[src/rtl/prbs9_checker_sat_counter.sv]
// Saturating up-counter with synchronous reset and clear.
// It holds at all-ones instead of wrapping.
module sat_counter #(
    parameter int NB = 32
) (
    input  logic          clk,
    input  logic          i_rst,
    input  logic          i_clr,
    input  logic          i_inc,
    output logic [NB-1:0] o_cnt
);

    always_ff @(posedge clk) begin
        if (i_rst || i_clr) begin
            o_cnt <= '0;
        end else if (i_inc && (o_cnt != '1)) begin
            o_cnt <= o_cnt + 1'b1;
        end
    end

endmodule

[config.mk]
export PLATFORM = sky130hd
export DESIGN_NAME = sat_counter
export DESIGN_NICKNAME = d
export VERILOG_FILES = /design/src/rtl/prbs9_checker_sat_counter.sv
export SDC_FILE = /design/constraint.sdc
export NUM_CORES = 1
export LEC_CHECK = 0
export ABC_AREA = 0
export CORE_UTILIZATION = 35
export CTS_CLUSTER_SIZE = 30
export DETAILED_ROUTE_END_ITERATION = 16
export PLACE_DENSITY = 0.59
export SYNTH_ARGS = -nofsm -noshare
export SYNTH_HDL_FRONTEND = slang
export SYNTH_SLANG_ARGS = --single-unit
[constraint.sdc]
create_clock -name clk -period 3.8 [get_ports clk]
set_input_delay 0.76 -clock clk [delete_from_list [all_inputs] [get_ports clk]]
set_output_delay 0.76 -clock clk [all_outputs]
set_load 0.01 [all_outputs]
==> impl_metrics.prom <==
# TYPE chip_impl_metric gauge
chip_impl_info{name="outcome",value="complete, but fails checks"} 1
chip_impl_info{name="violations",value="DRC"} 1
chip_impl_metric{name="post_cts_hold_buffer_count",unit=""} 0
chip_impl_metric{name="power.static_leakage",unit="nW"} 0.5881
chip_impl_metric{name="total_power",unit="mW"} 0.7136
chip_impl_metric{name="port_buffers",unit=""} 35
chip_impl_metric{name="synthCells",unit=""} 189
chip_impl_metric{name="area_post_placement",unit="sq um"} 2032
chip_impl_metric{name="power-per-cell-area",unit="nW/um^2"} 330.6
chip_impl_metric{name="synth-edff-count",unit=""} 0
chip_impl_metric{name="placementRows",unit=""} 24
chip_impl_metric{name="cp_data_arrival_time",unit="ns"} 2.45
chip_impl_metric{name="fmax",unit="MHz"} 434.6
chip_impl_metric{name="via_count",unit=""} 1576
chip_impl_metric{name="clock-skew-final",unit="ns"} 0.004952
chip_impl_info{name="cell_at_the_root_of_the_clock_tree",value="clkbuf_8"} 1
chip_impl_info{name="netlist_top_cells_count",value="dfxtp_1 (32), a21oi_1 (22), or3_1 (15)"} 1
chip_impl_metric{name="drv.max_cap_violation_count",unit=""} 0
chip_impl_metric{name="worst_hold_slack",unit="ns"} 0.4941
chip_impl_metric{name="grt_first_pass_wirelength",unit="um"} 6561
chip_impl_metric{name="yosysUniqueCellTypes",unit=""} 36
chip_impl_metric{name="cell_count_of_the_worst_reg_to_reg_path",unit=""} 6
chip_impl_metric{name="die_y",unit="um"} 71.32
chip_impl_info{name="timing.critical_path.slowest_stage_cell",value="o31ai_4"} 1
chip_impl_info{name="critical_path_class",value="register to register"} 1
chip_impl_metric{name="drt_pre_antenna_iters",unit=""} 10
chip_impl_metric{name="layout.area.seq",unit="sq um"} 640.6
chip_impl_metric{name="crit_fanout",unit=""} 24
chip_impl_metric{name="grt_start_max_net_pins",unit=""} 33
chip_impl_metric{name="grt_remaining_overflow",unit=""} 0
chip_impl_metric{name="flop2flop_setup_slack",unit="ns"} 1.50
chip_impl_metric{name="antennaDiodeCount",unit=""} 0
chip_impl_metric{name="synthesis.area_per_instance",unit="sq um"} 8.897
chip_impl_info{name="cts_tree",value="built"} 1
chip_impl_metric{name="ys_warn_count",unit=""} 0
chip_impl_metric{name="clk_latency",unit="ns"} 0.29
chip_impl_metric{name="layout.filler_cells",unit=""} 435
chip_impl_metric{name="syn-num-nets",unit=""} 194
chip_impl_metric{name="ir_worst_vdd",unit="mV"} 0.1821
chip_impl_info{name="worst_path_dominant_cell_family",value="compound AO/OA/AOI/OAI gates"} 1
chip_impl_metric{name="synth.yosys.seq_area_share",unit=""} 0.3810
chip_impl_metric{name="fin_area",unit="sq um"} 2158
chip_impl_metric{name="initial_utilization",unit=""} 0.3758
chip_impl_metric{name="synth_async_sr_flop_share",unit=""} 0
chip_impl_metric{name="place_congestion",unit=""} 0.7486
chip_impl_info{name="rr_endpoint",value="o_cnt[1]$_SDFFE_PP0P_"} 1
chip_impl_metric{name="hold-path-cell-count",unit=""} 2
chip_impl_metric{name="ys_seq_elements",unit=""} 32
chip_impl_info{name="critical_path.cell_chain",value="ha_1 -> and3_2 -> nand4_2 -> o31ai_4 -> mux2i_1 -> nor2_1"} 1
chip_impl_metric{name="report.final.setup_viol",unit=""} 0
chip_impl_metric{name="crit_buf_inv",unit=""} 0
chip_impl_metric{name="antenna_violating_nets_left",unit=""} 0
chip_impl_metric{name="cts.repair_timing.setup_buffer_count",unit=""} 0
chip_impl_info{name="worst_hold_path_type",value="register to register"} 1
chip_impl_metric{name="area.growth.synth_to_final",unit="%"} 28.35
chip_impl_info{name="synth_top_cells_by_area",value="dfxtp_1 (38%), a21oi_1 (6.5%), or3_1 (5.6%), o31ai_1 (4.0%), or4_1 (4.0%)"} 1
chip_impl_metric{name="cts-root-to-sink-buffers",unit=""} 2
chip_impl_metric{name="die_span_x",unit="um"} 71.32
chip_impl_metric{name="synth_largest_type_area_fraction",unit=""} 0.3810
chip_impl_metric{name="routed_via_density",unit=""} 5.710
chip_impl_info{name="ys_flop_type",value="dfxtp_1"} 1
chip_impl_metric{name="critPathMaxStageDelay",unit="ns"} 0.80
chip_impl_metric{name="report.final.hold_viol_count",unit=""} 0
chip_impl_metric{name="clkTransAtPathRegs",unit="ns"} 0.07
chip_impl_metric{name="drive_gt1_frac",unit=""} 0.1518
chip_impl_metric{name="detail_route.wirelength",unit="um"} 3827
chip_impl_info{name="startpoint_type",value="register"} 1
chip_impl_metric{name="worst-slew-pin-transition",unit="ns"} 0.8582
chip_impl_metric{name="design.die.area",unit="sq um"} 5086
chip_impl_metric{name="worst_setup_slack_final",unit="ns"} 1.499
chip_impl_metric{name="synth.cell_area",unit="sq um"} 1682
chip_impl_metric{name="initialDrtViolationCount",unit=""} 87
chip_impl_metric{name="cts-htree-levels",unit=""} 2
chip_impl_metric{name="grt_pass1_vias",unit=""} 1413
chip_impl_metric{name="post-dp-hpwl",unit="um"} 2609
chip_impl_info{name="timing.hold.worst_endpoint",value="o_cnt[15]$_SDFFE_PP0P_"} 1
chip_impl_metric{name="period_needed",unit="ns"} 2.301
chip_impl_info{name="synth_top_area_cell",value="dfxtp_1"} 1
chip_impl_metric{name="detail_route.wl_per_cell",unit="um"} 13.87
chip_impl_metric{name="cts_inserted_buffers",unit=""} 5
chip_impl_metric{name="design.portCount",unit=""} 36
chip_impl_info{name="start_point_of_the_worst_min_delay_path",value="o_cnt[15]$_SDFFE_PP0P_"} 1
chip_impl_metric{name="crit_required",unit="ns"} 3.95
chip_impl_metric{name="maxSlewHeadroom",unit=""} 0.4279
chip_impl_metric{name="grt_antenna_before_repair",unit=""} 0
chip_impl_metric{name="clock_sink_count",unit=""} 32
chip_impl_metric{name="core",unit="sq um"} 4474
chip_impl_metric{name="timing.final.crit_share",unit=""} 0.6055
chip_impl_info{name="worst_setup_path_end_kind",value="register"} 1
chip_impl_info{name="timing.rr.start",value="o_cnt[0]$_SDFFE_PP0P_"} 1
chip_impl_info{name="top_register",value="o_cnt"} 1
chip_impl_info{name="synthMostInstantiatedCell",value="dfxtp_1"} 1
chip_impl_metric{name="post_cts.resized_instances",unit=""} 0
chip_impl_metric{name="multi_input_comb_area",unit="sq um"} 960.9
chip_impl_metric{name="dpl_worst_slack",unit="ns"} 1.237
chip_impl_metric{name="timing.final.max_slew_violations",unit=""} 0
chip_impl_metric{name="grt_use_total",unit=""} 0.1647
chip_impl_info{name="grt_setup_unrepaired",value="no"} 1
chip_impl_info{name="top_regs",value="o_cnt (32)"} 1
chip_impl_metric{name="route.detailed.drc",unit=""} 1
chip_impl_metric{name="flip_flop_count_of_the_largest_register_after_layout",unit=""} 32
chip_impl_metric{name="final_nets",unit=""} 228
chip_impl_metric{name="tns",unit="ns"} 0
[per-stage QoR]
step,cells,utilization
after CTS,276,0.4824
final,276,0.4824
after floorplan,189,-
after global placement,268,0.4541
after detailed placement,268,0.4541
after global routing,276,0.4824
[report_power, final]
part           internal [mW]  switching [mW]
logic                0.00628          0.0122
registers              0.336         0.00119
clock network          0.231           0.127
[kinds of logic after synthesis]
family          count (synthesis)  share of synthesized area
simple gates                   80                     0.3006
buf+inv                        12                    0.04762
compound gates                 61                     0.2470
mux                             1                   0.005953
xor+xnor                        2                    0.01042
fa+ha+maj                       1                   0.007439
flops                          32                     0.3809
[how the worst max path moves through the flow]
stage                                      from                     end  slack [ns]  cells after the start
final                     o_cnt[0]$_SDFFE_PP0P_   o_cnt[1]$_SDFFE_PP0P_        1.50                      6
after global routing      o_cnt[0]$_SDFFE_PP0P_  o_cnt[22]$_SDFFE_PP0P_        1.26                      6
after CTS                 o_cnt[0]$_SDFFE_PP0P_   o_cnt[1]$_SDFFE_PP0P_        1.47                      6
after detailed placement                  i_inc  o_cnt[17]$_SDFFE_PP0P_        1.24                      5
after global placement                    i_inc  o_cnt[25]$_SDFFE_PP0P_        1.28                      5
after floorplan           o_cnt[0]$_SDFFE_PP0P_   o_cnt[1]$_SDFFE_PP0P_        1.86                      8
[worst register-to-register path, cell delays in order (launching register included)]
cell	delay (ns)
dfxtp_1	0.43
ha_1	0.22
and3_2	0.22
nand4_2	0.18
o31ai_4	0.80
mux2i_1	0.27
nor2_1	0.05
[area by class of cell]
cell class | instances | area share
clock inverters | 1 | 0.01391
well taps | 52 | 0.03014
flip-flops and latches | 32 | 0.2968
multi-input cells | 145 | 0.4452
clock buffers | 7 | 0.04464
inverters | 4 | 0.006957
repair buffers | 35 | 0.1623
[layout by cell type (no fill, tap or decap), types with 2 or more instances in the layout]
| cell type | Yosys | final |
|---|---|---|
| or4_1 | 9 | 9 |
| o31ai_4 | 2 | 2 |
| inv_1 | 4 | 4 |
| and4_1 | 4 | 4 |
| o31ai_1 | 9 | 9 |
| and4_4 | 2 | 2 |
| clkdlybuf4s50_1 | 0 | 35 |
| o21ai_1 | 8 | 8 |
| and3_2 | 2 | 2 |
| or3_2 | 4 | 4 |
| dfxtp_1 | 32 | 32 |
| nand3_1 | 11 | 11 |
| clkbuf_8 | 0 | 7 |
| a21oi_1 | 22 | 22 |
| nor2_1 | 4 | 4 |
| nand2_1 | 12 | 12 |
| a21oi_2 | 7 | 7 |
| nand4_1 | 8 | 8 |
| o21ai_0 | 10 | 10 |
| nand2_2 | 2 | 2 |
| or3_1 | 15 | 15 |
[routing by layer]
layer | routed length (um) | global-route usage | up-vias
met5 | 0 | 0 | -
met4 | 58 | 0.08000 | 0
met3 | 155 | 0.03797 | 5
met2 | 1741 | 0.2519 | 37
met1 | 1872 | 0.2188 | 733
li1 | - | - | 801
Note: power is estimated with default switching activity, not from simulation.
